`src/rtl/fetch_pc_unit_pkg.sv`:
```
// Shared fetch-stage definitions: constants, the fetch FSM states and the
// F/D pipeline register layout.
package fetch_pc_unit_pkg;

   localparam logic [31:0] NOP_INSTR     = 32'h0000_0013;
   localparam logic [6:0]  OPCODE_BRANCH = 7'd99;

   typedef enum logic {
      BOOT = 1'b0,
      RUN  = 1'b1
   } fetch_state_e;

   typedef struct packed {
      logic        valid;
      logic [31:0] instr;
      logic [31:0] pc;
      logic [31:0] pc_plus4;
      logic        pred_taken;
   } fd_reg_t;

endpackage

```
`src/rtl/fetch_pc_unit_if.sv`:
```
// Bundle of fetch-stage signals between the PC unit (slave) and its
// environment: hazard unit, imem, predictor and execute stage (master).
interface fetch_pc_unit_if
   import fetch_pc_unit_pkg::*;
#(
   parameter int CNT_W = 16
);
   // No ready back-pressure exists: oValidF qualifies oPCF, oValidD qualifies the
   // F/D fields, and iStallF freezes both PC and F/D in the cycle it is high.
   logic              iStallF;
   logic [31:0]       iInstrF;
   logic              iPredTakenF;
   logic [31:0]       iPredOffsetF;
   logic              iMispredictE;
   logic [31:0]       iCorrectPCE;
   logic [31:0]       oPCF;
   logic              oValidF;
   logic              oFlushD;
   logic              oValidD;
   logic [31:0]       oInstrD;
   logic [31:0]       oPCD;
   logic [31:0]       oPCPlus4D;
   logic              oPredTakenD;
   logic [CNT_W-1:0]  oMispredCnt;
   fetch_state_e      oFsmState;

   modport slave (
      input  iStallF, iInstrF, iPredTakenF, iPredOffsetF, iMispredictE, iCorrectPCE,
      output oPCF, oValidF, oFlushD, oValidD, oInstrD, oPCD, oPCPlus4D,
             oPredTakenD, oMispredCnt, oFsmState
   );

   modport master (
      output iStallF, iInstrF, iPredTakenF, iPredOffsetF, iMispredictE, iCorrectPCE,
      input  oPCF, oValidF, oFlushD, oValidD, oInstrD, oPCD, oPCPlus4D,
             oPredTakenD, oMispredCnt, oFsmState
   );

endinterface

```
`src/rtl/fetch_pc_unit_sat_counter.sv`:
```
// Up-counter that sticks at its all-ones value instead of wrapping.
module sat_counter #(
   parameter int CNT_W = 16
) (
   input  logic             iClk,
   input  logic             iRstN,
   input  logic             iInc,
   output logic [CNT_W-1:0] oCount
);

   logic [CNT_W-1:0] r_count;

   always_ff @(posedge iClk or negedge iRstN) begin
      if (!iRstN) begin
         r_count <= '0;
      end else if (iInc && (r_count != {CNT_W{1'b1}})) begin
         r_count <= r_count + CNT_W'(1);
      end
   end

   assign oCount = r_count;

endmodule

```
`src/rtl/fetch_pc_unit.sv`:
```
// Fetch PC sequencer (sequential / predicted / corrected) with the F/D
// pipeline register and a saturating mispredict counter.
module fetch_pc_unit
   import fetch_pc_unit_pkg::*;
#(
   parameter logic [31:0] RESET_PC = 32'h0000_0000,
   parameter int          CNT_W    = 16
) (
   input  logic            iClk,
   input  logic            iRstN,
   fetch_pc_unit_if.slave  bus
);

   localparam fd_reg_t FD_RESET = '{1'b0, NOP_INSTR, 32'd0, 32'd0, 1'b0};

   fetch_state_e     r_state;
   fetch_state_e     w_state_next;
   logic [31:0]      r_pc;
   logic [31:0]      w_pc_next;
   logic [31:0]      w_pc_plus4;
   fd_reg_t          r_fd;
   fd_reg_t          w_fd_next;
   logic             w_run;
   logic             w_cnt_inc;
   logic [CNT_W-1:0] w_cnt;

   assign w_run      = (r_state == RUN);
   assign w_pc_plus4 = r_pc + 32'd4;
   assign w_cnt_inc  = bus.iMispredictE && w_run;

   always_ff @(posedge iClk or negedge iRstN) begin
      if (!iRstN) begin
         r_state <= BOOT;
         r_pc    <= RESET_PC;
         r_fd    <= FD_RESET;
      end else begin
         r_state <= w_state_next;
         r_pc    <= w_pc_next;
         r_fd    <= w_fd_next;
      end
   end

   always_comb begin
      w_state_next = r_state;
      w_pc_next    = r_pc;
      w_fd_next    = r_fd;

      // BOOT only covers the first imem access latency, then RUN until reset
      case (r_state)
         BOOT:    w_state_next = RUN;
         RUN:     w_state_next = RUN;
         default: w_state_next = BOOT;
      endcase

      if (w_run) begin
         if (bus.iMispredictE) begin
            w_pc_next = bus.iCorrectPCE;
         end else if (bus.iStallF) begin
            w_pc_next = r_pc;
         end else if (bus.iPredTakenF) begin
            w_pc_next = r_pc + bus.iPredOffsetF;
         end else begin
            w_pc_next = w_pc_plus4;
         end
      end

      // A squashed or not-yet-valid fetch becomes a bubble; PC fields just hold
      if (bus.iMispredictE || !w_run) begin
         w_fd_next.valid      = 1'b0;
         w_fd_next.instr      = NOP_INSTR;
         w_fd_next.pred_taken = 1'b0;
      end else if (!bus.iStallF) begin
         w_fd_next = '{1'b1, bus.iInstrF, r_pc, w_pc_plus4, bus.iPredTakenF};
      end
   end

   sat_counter #(
      .CNT_W (CNT_W)
   ) u_mispred_cnt (
      .iClk   (iClk),
      .iRstN  (iRstN),
      .iInc   (w_cnt_inc),
      .oCount (w_cnt)
   );

   assign bus.oPCF        = r_pc;
   assign bus.oValidF     = w_run;
   assign bus.oFlushD     = bus.iMispredictE;
   assign bus.oValidD     = r_fd.valid;
   assign bus.oInstrD     = r_fd.instr;
   assign bus.oPCD        = r_fd.pc;
   assign bus.oPCPlus4D   = r_fd.pc_plus4;
   assign bus.oPredTakenD = r_fd.pred_taken;
   assign bus.oMispredCnt = w_cnt;
   assign bus.oFsmState   = r_state;

endmodule

```
`src/flat_wrapper.sv`:
```
// flat-port wrapper written by rule: the top's interface ports become plain ports
module fetch_pc_unit_flat import fetch_pc_unit_pkg::*;
#(
   parameter logic [31:0] RESET_PC = 32'h0000_0000,
   parameter int          CNT_W    = 16
)
  (iClk, iRstN, bus_iStallF, bus_iInstrF, bus_iPredTakenF, bus_iPredOffsetF, bus_iMispredictE, bus_iCorrectPCE, bus_oPCF, bus_oValidF, bus_oFlushD, bus_oValidD, bus_oInstrD, bus_oPCD, bus_oPCPlus4D, bus_oPredTakenD, bus_oMispredCnt, bus_oFsmState);
  fetch_pc_unit_if #(.CNT_W(CNT_W)) bus_i ();
  input  logic iClk;
  input  logic iRstN;
  input wire logic [$bits(bus_i.iStallF)-1:0] bus_iStallF;
  input wire logic [$bits(bus_i.iInstrF)-1:0] bus_iInstrF;
  input wire logic [$bits(bus_i.iPredTakenF)-1:0] bus_iPredTakenF;
  input wire logic [$bits(bus_i.iPredOffsetF)-1:0] bus_iPredOffsetF;
  input wire logic [$bits(bus_i.iMispredictE)-1:0] bus_iMispredictE;
  input wire logic [$bits(bus_i.iCorrectPCE)-1:0] bus_iCorrectPCE;
  output wire logic [$bits(bus_i.oPCF)-1:0] bus_oPCF;
  output wire logic [$bits(bus_i.oValidF)-1:0] bus_oValidF;
  output wire logic [$bits(bus_i.oFlushD)-1:0] bus_oFlushD;
  output wire logic [$bits(bus_i.oValidD)-1:0] bus_oValidD;
  output wire logic [$bits(bus_i.oInstrD)-1:0] bus_oInstrD;
  output wire logic [$bits(bus_i.oPCD)-1:0] bus_oPCD;
  output wire logic [$bits(bus_i.oPCPlus4D)-1:0] bus_oPCPlus4D;
  output wire logic [$bits(bus_i.oPredTakenD)-1:0] bus_oPredTakenD;
  output wire logic [$bits(bus_i.oMispredCnt)-1:0] bus_oMispredCnt;
  output wire logic [$bits(bus_i.oFsmState)-1:0] bus_oFsmState;
  assign bus_i.iStallF = bus_iStallF;
  assign bus_i.iInstrF = bus_iInstrF;
  assign bus_i.iPredTakenF = bus_iPredTakenF;
  assign bus_i.iPredOffsetF = bus_iPredOffsetF;
  assign bus_i.iMispredictE = bus_iMispredictE;
  assign bus_i.iCorrectPCE = bus_iCorrectPCE;
  assign bus_oPCF = bus_i.oPCF;
  assign bus_oValidF = bus_i.oValidF;
  assign bus_oFlushD = bus_i.oFlushD;
  assign bus_oValidD = bus_i.oValidD;
  assign bus_oInstrD = bus_i.oInstrD;
  assign bus_oPCD = bus_i.oPCD;
  assign bus_oPCPlus4D = bus_i.oPCPlus4D;
  assign bus_oPredTakenD = bus_i.oPredTakenD;
  assign bus_oMispredCnt = bus_i.oMispredCnt;
  assign bus_oFsmState = bus_i.oFsmState;
  fetch_pc_unit #(.RESET_PC(RESET_PC), .CNT_W(CNT_W)) u_core (.iClk(iClk), .iRstN(iRstN), .bus(bus_i));
endmodule
```
`config.mk`:
```
export PLATFORM = sky130hd
export DESIGN_NAME = fetch_pc_unit_flat
export DESIGN_NICKNAME = d
export VERILOG_FILES = /design/src/rtl/fetch_pc_unit_pkg.sv /design/src/rtl/fetch_pc_unit_if.sv /design/src/rtl/fetch_pc_unit_sat_counter.sv /design/src/rtl/fetch_pc_unit.sv /design/src/flat_wrapper.sv
export SDC_FILE = /design/constraint.sdc
export NUM_CORES = 1
export LEC_CHECK = 0
export CORE_ASPECT_RATIO = 2
export CORE_MARGIN = 3
export CORE_UTILIZATION = 45
export CTS_CLUSTER_SIZE = 25
export DETAILED_ROUTE_END_ITERATION = 10
export GPL_ROUTABILITY_DRIVEN = 1
export GPL_TIMING_DRIVEN = 0
export PLACE_DENSITY = 0.77
export SETUP_SLACK_MARGIN = 0.05
export SKIP_CTS_REPAIR_TIMING = 1
export SLEW_MARGIN = 30
export SYNTH_ARGS = -nofsm -noshare
export SYNTH_HDL_FRONTEND = slang
export SYNTH_SLANG_ARGS = --single-unit
```
`constraint.sdc`:
```
create_clock -name iClk -period 3 [get_ports iClk]
set_input_delay 0.6 -clock iClk [delete_from_list [all_inputs] [get_ports iClk]]
set_output_delay 0.6 -clock iClk [all_outputs]
set_load 0.05 [all_outputs]
```
## Word-level counts from Yosys, hierarchy flattened

Index checks and enable logic that the tools add are counted.

- Add/sub/neg operators: 3
- Eq/ne operators: 3
- Multiplexer cells: 6
- Bitwise logic cells: 2
- Reductions and logical operators: 6

Operator list:

| kind | count |
|---|---|
| two-way mux 98 bit | 1 |
| two-way mux 32 bit | 3 |
| two-way mux 33 bit | 1 |
| adder 32 x 3 -> 32 bit (second input constant) | 1 |
| adder 32 bit | 1 |
| adder 16 x 1 -> 16 bit (second input constant) | 1 |
| != test 16 bit (second input constant) | 1 |
| != test 2 x 1 -> 1 bit (second input constant) | 2 |
| AND reduction 2 bit | 2 |
| logical AND 1 bit | 2 |
| NOT 1 bit | 2 |
| logical NOT 1 bit | 1 |
| logical OR 1 bit | 1 |
| two-way mux 1 bit | 1 |

- Register bits after elaboration: 147
- Input bits: 101
- Output and inout port bits: 149

## Logic depth before layout (Yosys ltp)

Gate-level depths: netlist of the first run.

- Depth in word-level cells: 4
- Mapped depth: 11
- Depth with buffers taken out: 11

## By module

From an unflattened synthesis of the first run, not the netlist that was laid out.

- Cell total of the unflattened synthesis: 927
- Area total of the unflattened synthesis: 8433.1 um^2

By module, submodules not included:

| module | instances | cells each | area each (um^2) | seq. area each (um^2) |
|---|---|---|---|---|
| fetch_pc_unit | 1 | 855 | 7573.5 | 3231.8 |
| sat_counter | 1 | 72 | 859.6 | 400.4 |

## Least setup slack after synthesis of the first run

Ideal clock, no wire load.

- Kind: reg-to-reg
- Start: reg u_core.r_pc[6], in the netlist u_core.bus.oPCF[6]
- End: reg u_core.r_pc[21], in the netlist u_core.bus.oPCF[21]
- Arrival time: 2721 ps
- Required time: 2936 ps
- Path slack: 215 ps
- Cell stages (with the launch flop): 10
- Cell sequence: dfrtp_1 -> ha_1 -> a2111oi_0 -> o21ai_0 -> a21oi_2 -> nand2_1 -> a211o_1 -> xnor2_1 -> a221oi_1 -> a21o_1

- Word-level cells in the longest chain between the ends: 4
- Elaborated cells on any way between the ends: 5
- Classes of those cells: add/sub: 2; mux: 3

Ends and longest elaborated chain:

| element | RTL line | text |
|---|---|---|
| start: declaration | fetch_pc_unit.sv:18 | `logic [31:0] r_pc;` |
| start signal: assignment | fetch_pc_unit.sv:38 | `r_pc <= w_pc_next;` |
| adder 32 x 3 -> 32 bit or adder 32 bit (tied branches) | fetch_pc_unit.sv:28, fetch_pc_unit.sv:61 |  |
| two-way mux 32 bit (*) | fetch_pc_unit.sv:60 | `end else if (bus.iPredTakenF) begin` |
| two-way mux 32 bit (*) | fetch_pc_unit.sv:58 | `end else if (bus.iStallF) begin` |
| two-way mux 32 bit (*) | fetch_pc_unit.sv:56 | `if (bus.iMispredictE) begin` |

Mark *: on every way between the ends. The rest lies on a longest branch, timed or not. The select of a mux whose other input is x is not followed.
A chain may end at the register's enable or synchronous reset.

## Worst setup path in the final report of the first run

- Start: in bus_iPredOffsetF[10]
- End: reg u_core.r_pc[26], in the netlist u_core.bus.oPCF[26]

- Word-level cells in the longest chain between the ends: 4

Ends and longest elaborated chain:

| element | RTL line | text |
|---|---|---|
| start: declaration | flat_wrapper.sv:14 | `input wire logic [$bits(bus_i.iPredOffsetF)-1:0] bus_iPredOffsetF;` |
| adder 32 bit | fetch_pc_unit.sv:61 | `w_pc_next = r_pc + bus.iPredOffsetF;` |
| two-way mux 32 bit | fetch_pc_unit.sv:60 |  |
| two-way mux 32 bit | fetch_pc_unit.sv:58 |  |
| two-way mux 32 bit | fetch_pc_unit.sv:56 |  |

No other way between the ends. The select of a mux whose other input is x is not followed.

==> load_flow_metrics.sql, run 1 <==
INSERT INTO impl_metrics (metric_group, metric, value, unit) VALUES
('run_status', 'outcome', 'completed', ''),
('global_route', 'antenna_violations_before_repair', '1', ''),
('worst_setup_path', 'worstSetupPathType', 'input port to flop', ''),
('synthesis', 'synth_ff_type', 'dfrtp_1', ''),
('worst_setup_path', 'worst_setup_path_start_kind', 'input port', ''),
('global_route', 'grt_start_max_net_pins', '74', ''),
('pwr', 'share_clk_of_total_power', '25.6', '%'),
('global_route', 'overflow', '0', ''),
('sta', 'setup_repair_after_global_routing_missed_its_margin', 'true', ''),
('floorplanning', 'ioPinCount', '250', ''),
('sta', 'maxClockFrequency', '0.3400', 'GHz'),
('sta', 'final.min_clock_period', '2.941', 'ns'),
('floorplanning', 'rows', '70', ''),
('place', 'port_buffers', '247', ''),
('synthesis', 'synth_fa_ha_area_share', '5.173', '%'),
('hold_path', 'worstHoldPathType', 'input port to asynchronous set/reset pin', ''),
('detailed_routing', 'first_iter_violations', '492', ''),
('sta', 'setup_viol_count_final', '0', ''),
('synthesis', 'synth.distinct_cells', '75', ''),
('floorplanning', 'design.core.area', '18310', 'um2'),
('worst_setup_path', 'crit-reg2reg-launch', 'u_core.bus.oPCF[0]$_DFFE_PN0P_', ''),
('sta', 'skew', '0.01050', 'ns'),
('final_layout', 'layout.cells.most_common_list', 'clkdlybuf4s50_1 (242), nand2_1 (173), dfrtp_1 (140), o21ai_0 (72), a21oi_1 (68)', ''),
('clock_tree', 'clock_tree.root_cell', 'clkbuf_16', ''),
('synthesis', 'postSynthAreaPerCell', '9.058', 'um2'),
('clock_tree', 'clock_sink_total', '145', ''),
('clock_tree', 'clkSlewWorstSetupHoldPaths', '0.07', 'ns'),
('worst_setup_path', 'timing.critical_path.max_delay_family', 'compound AO/OA/AOI/OAI gates', ''),
('final_layout', 'num-nets-final', '1336', ''),
('synthesis', 'synth_fp_nets', '1059', ''),
('final_layout', 'layout-drive-gt1-share', '8.731', '%'),
('synthesis', 'synth.area.mux_share', '0.7325', '%'),
('worst_setup_path', 'cpMaxStageDelayCell', 'clkdlybuf4s50_1', ''),
('synthesis', 'synth_simple_gate_area_share', '18.36', '%'),
('clock_tree', 'cts_max_path_buffers', '2', ''),
('clock_tree', 'htreeDepth', '4', ''),
('worst_setup_path', 'cp_cell_instances', 'clkdlybuf4s50_1, ha_4, buf_6, o21ai_2, nor2_2, o311a_1, a211o_1, a311oi_4, buf_4, o31ai_4, xnor2_1, a21oi_1', ''),
('job', 'timing.max_cap.violations', '0', ''),
('worst_setup_path', 'worst-r2r-cell-count', '12', ''),
('worst_setup_path', 'critical_path_buffer_and_inverter_count', '3', ''),
('worst_setup_path', 'worst_ep_required_time', '3.33', 'ns'),
('place', 'detailed_place_hpwl', '22990', 'um'),
('detailed_routing', 'wire_per_inst', '21.28', 'um'),
('synthesis', 'synth_top_family_by_area', 'compound AO/OA/AOI/OAI gates', ''),
('pwr', 'power_leakage', '5.238', 'nW'),
('synthesis', 'synth.cell_area', '8369', 'um2'),
('synthesis', 'synth_enable_flop_cells', '0', ''),
('synthesis', 'ys_async_sr_fraction', '100.0', '%'),
('worst_setup_path', 'worstSetupStartpoint', 'bus_iPredOffsetF[10]', ''),
('pwr', 'p_seq_share', '30.0', '%'),
('worst_setup_path', 'end_kind', 'flop', ''),
('detailed_routing', 'detailroute.via_count', '8346', ''),
('worst_setup_path', 'cp_slowest_stage_delay', '0.53', 'ns'),
('detailed_routing', 'drt-pass1-iter-count', '5', ''),
('place', 'finalWeightedCongestion', '0.9647', ''),
('sta', 'setup_total_negative_slack', '0', 'ns'),
('detailed_routing', 'final_antenna_net_count', '0', ''),
('final_layout', 'area.growth.synth_to_final', '43.43', '%'),
('pwr', 'power.density', '746.5', 'nW/um2'),
('pwr', 'vdd.ir_drop.worst', '0.4330', 'mV'),
('clock_tree', 'clkLatencyLatePin', '0.44', 'ns'),
('global_route', 'grt_usage', '29.31', '%'),
('synthesis', 'synth_compound_area_share', '21.99', '%'),
('floorplanning', 'floorplan.die.height', '198.9', 'um'),
('global_route', 'via_count_of_the_first_global_routing_pass', '8395', ''),
('synthesis', 'synthXorXnorAreaFrac', '6.593', '%'),
('place', 'dpl-instance-area', '11140', 'um2'),
('detailed_routing', 'detail_route.vias_per_cell', '5.832', ''),
('sta', 'max-slew-margin-rel', '44.93', '%'),
('synthesis', 'synth.yosys.seq_area_share', '43.40', '%'),
('detailed_routing', 'routed_wirelength', '30450', 'um');
[path summary, 6_finish.rpt]
kind                                                 endpoint  slack [ns]
min reg2reg                   u_core.bus.oPCD[31]$_DFFE_PN0P_        0.48
min in group iClk             u_core.bus.oPCD[31]$_DFFE_PN0P_        0.48
max in group asynchronous      u_core.bus.oPCF[9]$_DFFE_PN0P_        2.09
max reg2reg                   u_core.bus.oPCF[26]$_DFFE_PN0P_        0.08
max                           u_core.bus.oPCF[26]$_DFFE_PN0P_        0.06
min                        u_core.bus.oInstrD[30]$_DFFE_PN0P_        0.12
[cell families (layout without fill, tap and decap cells)]
family	Yosys count	in the layout
and+or+nand+nor	326	326
muxes	6	6
adders and majority gates	34	34
xor gates and xnor gates	63	63
buffers and inverters	73	363
AOI/OAI and AO/OA	276	276
other	1	2
DFF	145	145
[metal layers]
metal / share of wire [%] / GRT usage, %
met2: 53 / 51.89
met1: 36 / 32.22
met4: 6.4 / 17.08
met3: 4.8 / 4.563
met5: 0 / 0
[sequential cells by signal (all words and copies together), names as in the netlist]
register	count
u_core.bus.oPCD	32
u_core.bus.oFsmState	1
u_core.u_mispred_cnt.oCount	16
u_core.bus.oPCF	32
u_core.bus.oPCPlus4D	30
u_core.bus.oValidD	1
u_core.bus.oInstrD	32
u_core.bus.oPredTakenD	1
[metrics by stage]
step	setup slack, ns	std cells
detailed placement	-0.7497	1388
floorplan	0.2145	924
CTS	-0.3183	1420
global placement	-4.645	1387
finish	0.05888	1431
global route	-0.03724	1431
[layout make-up]
class / count / area (um2) / share of cell area, %
plain buffers: 57 / 261.5 / 2.178
clock buffers: 19 / 442.9 / 3.690
repair buffers: 259 / 2597 / 21.64
multi-input cells: 706 / 4564 / 38.02
well taps: 216 / 270.3 / 2.251
clock inverters: 13 / 173.9 / 1.449
diodes: 1 / 2.502 / 0.02085
flip-flops and latches: 145 / 3635 / 30.28
inverters: 15 / 56.30 / 0.4690
[power by group through the flow]
stage	Clock (mW)	Combinational [mW]	Sequential (mW)
CTS	2.30	3.86	2.68
global placement	0	3.81	2.70
detailed placement	0	3.85	2.71
floorplan	0	1.37	3.80
global route	2.38	4.23	2.72
finish	2.29	3.98	2.69
[worst reg2reg max path, delay by kind of cell, from the launching register on]
| family | cells | cell delay [ns] |
|---|---|---|
| XOR/XNOR | 1 | 0.20 |
| AO/OA/AOI/OAI | 6 | 1.52 |
| AND/OR/NAND/NOR | 1 | 0.05 |
| flip-flops | 1 | 0.40 |
| buffers and inverters | 2 | 0.26 |
| adder cells (fa/ha/maj) | 2 | 0.40 |
[Yosys cell counts (3+ instances only)]
cell type / instances / area (um2)
nor3_1: 6 / 30.03
a221oi_1: 10 / 87.58
nor2b_1: 8 / 50.05
o31a_1: 3 / 26.28
nand2_1: 173 / 649.4
clkbuf_1: 43 / 161.4
a21oi_1: 70 / 350.3
dfrtp_1: 142 / 3553
nand4_1: 16 / 100.1
a22o_1: 36 / 315.3
a31oi_1: 6 / 37.54
mux2i_1: 5 / 50.05
nand3_1: 16 / 80.08
or2_2: 3 / 18.77
o21ai_0: 74 / 370.4
nand3b_1: 3 / 22.52
a21o_1: 22 / 165.2
nor3b_1: 3 / 22.52
or3_1: 4 / 25.02
xnor2_1: 39 / 341.6
o2bb2ai_1: 3 / 26.28
buf_2: 4 / 20.02
nor4_1: 3 / 18.77
nor2_1: 49 / 183.9
a22oi_1: 5 / 37.54
o211ai_1: 9 / 67.56
buf_4: 6 / 45.04
o21bai_1: 5 / 37.54
and2_1: 6 / 37.54
o21a_1: 5 / 37.54
buf_1: 3 / 11.26
and3_1: 12 / 75.07
nor3_2: 3 / 30.03
nand2b_1: 6 / 37.54
ha_1: 33 / 412.9
xor2_1: 24 / 210.2
inv_1: 15 / 56.30
and4_1: 4 / 35.03
a211oi_1: 3 / 22.52
dfstp_2: 3 / 78.83
(Power assumes the default switching activity.)
==> run 2: changes to the inputs <==
- CORE_UTILIZATION: 45 -> 43
- TNS_END_PERCENT: unset -> 50
- clock period: 3 -> 2.6 ns (I/O delays scaled with it)
==> load_flow_metrics.sql, run 2 (synthesized netlist as in run 1, its figures left out) <==
INSERT INTO impl_metrics (metric_group, metric, value, unit) VALUES
('hold_path', 'worstHoldPathType', 'input port to asynchronous set/reset pin', ''),
('detailed_routing', 'wire_per_inst', '21.49', 'um'),
('clock_tree', 'htreeDepth', '4', ''),
('global_route', 'overflow', '0', ''),
('sta', 'max-slew-margin-rel', '45.00', '%'),
('place', 'port_buffers', '247', ''),
('clock_tree', 'cts_max_path_buffers', '2', ''),
('final_layout', 'num-nets-final', '1354', ''),
('detailed_routing', 'post-route-drc-count', '0', ''),
('sta', 'timing.final.max_slew_violations', '0', ''),
('final_layout', 'mostFrequentLayoutCell', 'clkdlybuf4s50_1', ''),
('run_status', 'outcome', 'finished, violations left', ''),
('final_layout', 'final_cell_count_no_fill', '1486', ''),
('global_route', 'global_route_wire_length_before_repair', '47080', 'um'),
('job', 'timing.max_cap.violations', '0', ''),
('final_layout', 'layout.cells.most_common_list', 'clkdlybuf4s50_1 (235), nand2_1 (170), dfrtp_1 (130), o21ai_0 (67), a21oi_1 (67)', ''),
('sta', 'final.min_clock_period', '2.796', 'ns'),
('worst_setup_path', 'worstSetupPathType', 'flop to flop', ''),
('global_route', 'antenna_violations_before_repair', '0', ''),
('sta', 'tightest_slew', '0.8250', 'ns'),
('worst_setup_path', 'worstPathMaxFanout', '4', ''),
('final_layout', 'register_cell_area_after_layout', '3647', 'um2'),
('global_route', 'via_count_of_the_first_global_routing_pass', '8424', ''),
('final_layout', 'multi_input_area', '4780', 'um2'),
('floorplanning', 'design.core.area', '18920', 'um2'),
('sta', 'setup_viol_count_final', '8', ''),
('sta', 'maxClockFrequency', '0.3577', 'GHz'),
('floorplanning', 'floorplan.initialDensity', '44.23', '%'),
('sta', 'hold_viol_final', '0', ''),
('clock_tree', 'clkSlewWorstSetupHoldPaths', '0.07', 'ns'),
('run_status', 'violations', 'setup timing', ''),
('pwr', 'power.density', '828.2', 'nW/um2'),
('final_layout', 'area.growth.synth_to_final', '48.45', '%'),
('floorplanning', 'floorplan.die.height', '203.3', 'um'),
('clock_tree', 'clock_tree.root_cell', 'clkbuf_16', ''),
('detailed_routing', 'first_iter_violations', '583', ''),
('detailed_routing', 'detail_route.vias_per_cell', '5.762', ''),
('clock_tree', 'tritoncts', 'done', ''),
('final_layout', 'layout-drive-gt1-share', '13.97', '%'),
('detailed_routing', 'routed_wirelength', '31940', 'um'),
('floorplanning', 'ioPinCount', '250', ''),
('worst_setup_path', 'worst_setup_path_start_kind', 'flop', ''),
('clock_tree', 'cts-buffers-inserted', '17', ''),
('sta', 'setup_repair_after_global_routing_missed_its_margin', 'true', ''),
('pwr', 'vdd.ir_drop.worst', '0.4377', 'mV'),
('sta', 'skew', '0.006359', 'ns'),
('detailed_routing', 'final_antenna_net_count', '0', ''),
('detailed_routing', 'drt-pass1-iter-count', '7', ''),
('floorplanning', 'die-width', '104.7', 'um'),
('global_route', 'grt_start_max_net_pins', '84', ''),
('floorplanning', 'total_die_area', '21280', 'um2'),
('clock_tree', 'clock_sink_total', '145', ''),
('sta', 'whs', '0.4534', 'ns'),
('floorplanning', 'rows', '71', ''),
('global_route', 'grt_usage', '28.70', '%'),
('place', 'finalWeightedCongestion', '0.9327', ''),
('place', 'detailed_place_hpwl', '23580', 'um'),
('sta', 'postLayoutSetupSlackWorst', '-0.1960', 'ns'),
('worst_setup_path', 'critical_path_arrival', '3.13', 'ns'),
('sta', 'finalCritPeriodShare', '107.5', '%'),
('final_layout', 'num_antenna_cells', '0', ''),
('detailed_routing', 'detailroute.via_count', '8563', ''),
('place', 'dp_cells', '1428', ''),
('final_layout', 'fillers', '1532', ''),
('clock_tree', 'clkLatencyLatePin', '0.44', 'ns'),
('worst_setup_path', 'worst_ep_required_time', '2.93', 'ns'),
('pwr', 'power_leakage', '5.429', 'nW'),
('worst_setup_path', 'end_kind', 'flop', '');
[run 2: routing by layer]
layer	part of all wire (%)	routed length [um]	vias to the layer above	global-route usage [%]
li1	-	-	3887	-
met1	35	11200	4192	30.42
met2	54	17180	381	53.63
met3	5.6	1799	103	5.100
met4	5.5	1761	0	14.83
met5	0	0	-	0
[run 2: area by class of cell]
| cell class | count | area share [%] |
|---|---|---|
| multi-input cells | 706 | 38.47 |
| flip-flops and latches | 145 | 29.36 |
| repair buffers | 280 | 22.66 |
| clock buffers | 18 | 3.535 |
| well taps | 255 | 2.568 |
| plain buffers | 54 | 2.125 |
| clock inverters | 13 | 0.8359 |
| inverters | 15 | 0.4532 |
[run 2: worst paths after layout]
| check | startpoint | to | slack (ns) | cells after the start |
|---|---|---|---|---|
| worst min register to register | u_core.bus.oPCD[18]$_DFFE_PN0P_ | u_core.bus.oPCD[18]$_DFFE_PN0P_ | 0.48 | 2 |
| min in group iClk | u_core.bus.oPCD[18]$_DFFE_PN0P_ | u_core.bus.oPCD[18]$_DFFE_PN0P_ | 0.48 | 2 |
| max in group asynchronous | iRstN | u_core.bus.oInstrD[0]$_DFFE_PN1P_ | 1.17 | 4 |
| worst max-delay path | u_core.bus.oPCF[0]$_DFFE_PN0P_ | u_core.bus.oPCF[22]$_DFFE_PN0P_ | -0.20 | 11 |
| worst min-delay path | iRstN | u_core.bus.oPCD[20]$_DFFE_PN0P_ | 0.45 | 2 |
| worst max register to register | u_core.bus.oPCF[0]$_DFFE_PN0P_ | u_core.bus.oPCF[22]$_DFFE_PN0P_ | -0.20 | 11 |
[run 2: power by group]
group	total [mW]	switching (mW)	internal [mW]	leakage (nW)
sequential	3.11	0.453	2.65	1.85
combinational	4.86	3.02	1.84	3.33
clock	2.33	1.07	1.26	0.253
[run 2: stage by stage]
| stage | TNS, ns | power, mW | setup WS [ns] | utilization, % | cell area, um2 |
|---|---|---|---|---|---|
| detailed placement | -77.45 | 7.600 | -1.065 | 59.57 | 11270 |
| global placement | -807.16 | 7.531 | -5.635 | 59.25 | 11210 |
| global route | -1.734 | 10.74 | -0.2864 | 65.66 | 12420 |
| CTS | -25.06 | 9.945 | -0.6331 | 62.44 | 11820 |
| finish | -0.7049 | 10.29 | -0.1960 | 65.66 | 12420 |
| floorplan | -0.02047 | 5.983 | -0.02047 | - | 8421 |
[run 2: worst max-delay path: stages, from the launching register on]
cell	delay (ns)
dfrtp_1	0.41
ha_2	0.20
inv_2	0.06
fa_2	0.22
nor2b_2	0.05
o31a_1	0.34
o21a_2	0.25
a211o_1	0.36
a311oi_4	0.27
xor2_1	0.26
a221oi_2	0.08
a21o_1	0.18
==> run 3: changes to the inputs <==
--- a/config.mk
+++ b/config.mk
@@ -14,2 +14,3 @@
 export GPL_TIMING_DRIVEN = 0
+export HOLD_SLACK_MARGIN = 0.15
 export PLACE_DENSITY = 0.77
--- a/constraint.sdc
+++ b/constraint.sdc
@@ -3,2 +3,2 @@
 set_output_delay 0.52 -clock iClk [all_outputs]
-set_load 0.05 [all_outputs]
+set_load 0.02 [all_outputs]
==> load_flow_metrics.sql, run 3 (synthesized netlist as in run 1, its figures left out) <==
INSERT INTO impl_metrics (metric_group, metric, value, unit) VALUES
('final_layout', 'design_area', '12300', 'um2'),
('final_layout', 'final_cell_count_no_fill', '1477', ''),
('floorplanning', 'die-width', '104.7', 'um'),
('pwr', 'internal-power', '5.898', 'mW'),
('clock_tree', 'clkSlewWorstSetupHoldPaths', '0.07', 'ns'),
('detailed_routing', 'routed_wirelength', '31220', 'um'),
('floorplanning', 'design.core.area', '18920', 'um2'),
('detailed_routing', 'drt-pass1-iter-count', '5', ''),
('sta', 'setup_total_negative_slack', '-0.9510', 'ns'),
('pwr', 'power_leakage', '5.377', 'nW'),
('detailed_routing', 'post-route-drc-count', '0', ''),
('sta', 'setup_repair_after_global_routing_missed_its_margin', 'true', ''),
('worst_setup_path', 'timing.critical_path.max_delay_family', 'compound AO/OA/AOI/OAI gates', ''),
('worst_setup_path', 'worstSetupPathType', 'flop to flop', ''),
('pwr', 'p_comb_share', '40.3', '%'),
('floorplanning', 'ioPinCount', '250', ''),
('sta', 'tightest_slew', '0.7633', 'ns'),
('place', 'dpl-instance-area', '11200', 'um2'),
('worst_setup_path', 'cp_cell_instances', 'ha_1, buf_6, a211oi_2, nor2_2, o311a_1, a211o_1, a311oi_4, buf_4, o31ai_4, xnor2_1, a21oi_1', ''),
('pwr', 'share_clk_of_total_power', '27.2', '%'),
('sta', 'setup_viol_count_final', '6', ''),
('sta', 'whs', '0.4741', 'ns'),
('pwr', 'power_switching', '3.644', 'mW'),
('run_status', 'outcome', 'finished, violations left', ''),
('detailed_routing', 'wire_per_inst', '21.14', 'um'),
('sta', 'timing.final.max_slew_violations', '0', ''),
('worst_setup_path', 'critical_path_buffer_and_inverter_count', '2', ''),
('worst_setup_path', 'critical_path_arrival', '3.26', 'ns'),
('worst_setup_path', 'worstPathMaxFanout', '8', ''),
('worst_setup_path', 'worst_setup_path_start_kind', 'flop', ''),
('place', 'port_buffers', '247', ''),
('worst_setup_path', 'end_kind', 'flop', ''),
('global_route', 'grt_usage', '28.59', '%'),
('detailed_routing', 'first_iter_violations', '388', ''),
('clock_tree', 'clock_sink_total', '145', ''),
('global_route', 'antenna_violations_before_repair', '0', ''),
('pwr', 'vdd.ir_drop.worst', '0.3979', 'mV'),
('place', 'dp_cells', '1427', ''),
('final_layout', 'num_antenna_cells', '0', ''),
('global_route', 'grt_start_max_net_pins', '78', ''),
('pwr', 'power.share.switching', '38.19', '%'),
('job', 'timing.max_cap.violations', '0', ''),
('worst_setup_path', 'cpMaxStageDelayCell', 'dfrtp_2', ''),
('floorplanning', 'rows', '71', ''),
('final_layout', 'multi_input_area', '4732', 'um2'),
('global_route', 'via_count_of_the_first_global_routing_pass', '8549', ''),
('hold_path', 'worstHoldPathType', 'flop to flop', ''),
('run_status', 'violations', 'setup timing', ''),
('clock_tree', 'clkLatencyLatePin', '0.44', 'ns'),
('clock_tree', 'tritoncts', 'done', ''),
('place', 'detailed_place_hpwl', '23330', 'um'),
('final_layout', 'layout.cells.most_common_list', 'clkdlybuf4s50_1 (239), nand2_1 (172), dfrtp_1 (136), a21oi_1 (67), o21ai_0 (65)', ''),
('sta', 'maxClockFrequency', '0.3402', 'GHz'),
('sta', 'finalCritPeriodShare', '113.1', '%'),
('final_layout', 'post_layout_util', '65.02', '%'),
('sta', 'postLayoutSetupSlackWorst', '-0.3394', 'ns'),
('global_route', 'global_route_wire_length_before_repair', '47110', 'um'),
('floorplanning', 'floorplan.die.height', '203.3', 'um'),
('final_layout', 'mostFrequentLayoutCell', 'clkdlybuf4s50_1', ''),
('global_route', 'overflow', '0', ''),
('pwr', 'p_seq_share', '32.5', '%'),
('sta', 'max-slew-margin-rel', '49.11', '%'),
('sta', 'final.min_clock_period', '2.939', 'ns'),
('pwr', 'power.density', '775.6', 'nW/um2'),
('final_layout', 'area.growth.synth_to_final', '47.00', '%'),
('sta', 'hold_viol_final', '0', ''),
('detailed_routing', 'final_antenna_net_count', '0', ''),
('detailed_routing', 'detailroute.via_count', '8334', ''),
('worst_setup_path', 'worst_ep_required_time', '2.92', 'ns'),
('floorplanning', 'floorplan.initialDensity', '44.23', '%'),
('final_layout', 'fillers', '1568', ''),
('final_layout', 'num-nets-final', '1344', ''),
('detailed_routing', 'detail_route.vias_per_cell', '5.643', ''),
('place', 'finalWeightedCongestion', '0.9549', ''),
('sta', 'skew', '0.01079', 'ns'),
('final_layout', 'register_cell_area_after_layout', '3640', 'um2'),
('clock_tree', 'cts-buffers-inserted', '17', ''),
('floorplanning', 'total_die_area', '21280', 'um2'),
('clock_tree', 'clock_tree.root_cell', 'clkbuf_16', ''),
('final_layout', 'layout-drive-gt1-share', '12.52', '%'),
('clock_tree', 'htreeDepth', '4', ''),
('clock_tree', 'cts_max_path_buffers', '2', ''),
('worst_setup_path', 'cp_slowest_stage_delay', '0.44', 'ns');
run 3: cell types whose count changed in the layout (fill, tap and decap cells not counted), moves of 3 or more:
cell	change
buf_4	-7
dfrtp_1	+6
dfrtp_2	-6
clkinvlp_4	-5
inv_6	+5
clkdlybuf4s50_1	+4
dlymetal6s2s_1	-4
ha_4	-3
run 3: power by group through the flow:
stage / Clock, mW / Sequential [mW] / Combinational [mW]
2_1_floorplan: 0 / 3.50 / 1.55
3_3_place_gp: 0 / 3.11 / 3.47
3_5_place_dp: 0 / 3.12 / 3.52
4_1_cts: 2.62 / 3.08 / 3.54
5_1_grt: 2.72 / 3.15 / 4.13
6_report: 2.59 / 3.10 / 3.85
run 3: per-layer routing:
layer	wire, um	track usage, %
met3	1426	4.783
met1	10960	29.55
met4	1942	18.21
met5	0	0
met2	16890	52.78
run 3: layout make-up:
class,instances,share of cell area (%)
Clock inverter,15,1.454
Timing Repair Buffer,270,21.90
Tap cell,255,2.593
Multi-Input combinational cell,706,38.46
Sequential cell,145,29.58
Buffer,54,2.095
Inverter,15,0.4576
Clock buffer,17,3.458
run 3: worst paths after layout:
path	slack, ns	from	depth (start not counted)	to
setup / recovery	-0.34	u_core.bus.oPCF[9]$_DFFE_PN0P_	11	u_core.bus.oPCF[26]$_DFFE_PN0P_
hold / removal	0.47	u_core.bus.oPCD[11]$_DFFE_PN0P_	2	u_core.bus.oPCD[11]$_DFFE_PN0P_
setup reg to reg	-0.34	u_core.bus.oPCF[9]$_DFFE_PN0P_	11	u_core.bus.oPCF[26]$_DFFE_PN0P_
hold reg to reg	0.47	u_core.bus.oPCD[11]$_DFFE_PN0P_	2	u_core.bus.oPCD[11]$_DFFE_PN0P_
max in group asynchronous	1.13	iRstN	3	u_core.bus.oInstrD[4]$_DFFE_PN1P_
min in group asynchronous	0.63	iRstN	2	u_core.bus.oPCD[17]$_DFFE_PN0P_
run 3: worst register-to-register path, delay by kind of cell (launching register included):
family | cells | cell delay, ns
adders and majority gates | 1 | 0.34
xor gates and xnor gates | 1 | 0.19
DFF | 1 | 0.44
buffers and inverters | 2 | 0.35
AOI/OAI and AO/OA | 6 | 1.44
and+or+nand+nor | 1 | 0.08
run 3: per-stage QoR:
| stage | total power [mW] | setup slack, ns |
|---|---|---|
| detailed placement | 6.638 | -0.9951 |
| finish | 9.542 | -0.3394 |
| floorplan | 5.041 | 0.03338 |
| global placement | 6.583 | -5.526 |
| global route | 9.997 | -0.3689 |
| CTS | 9.247 | -0.5665 |
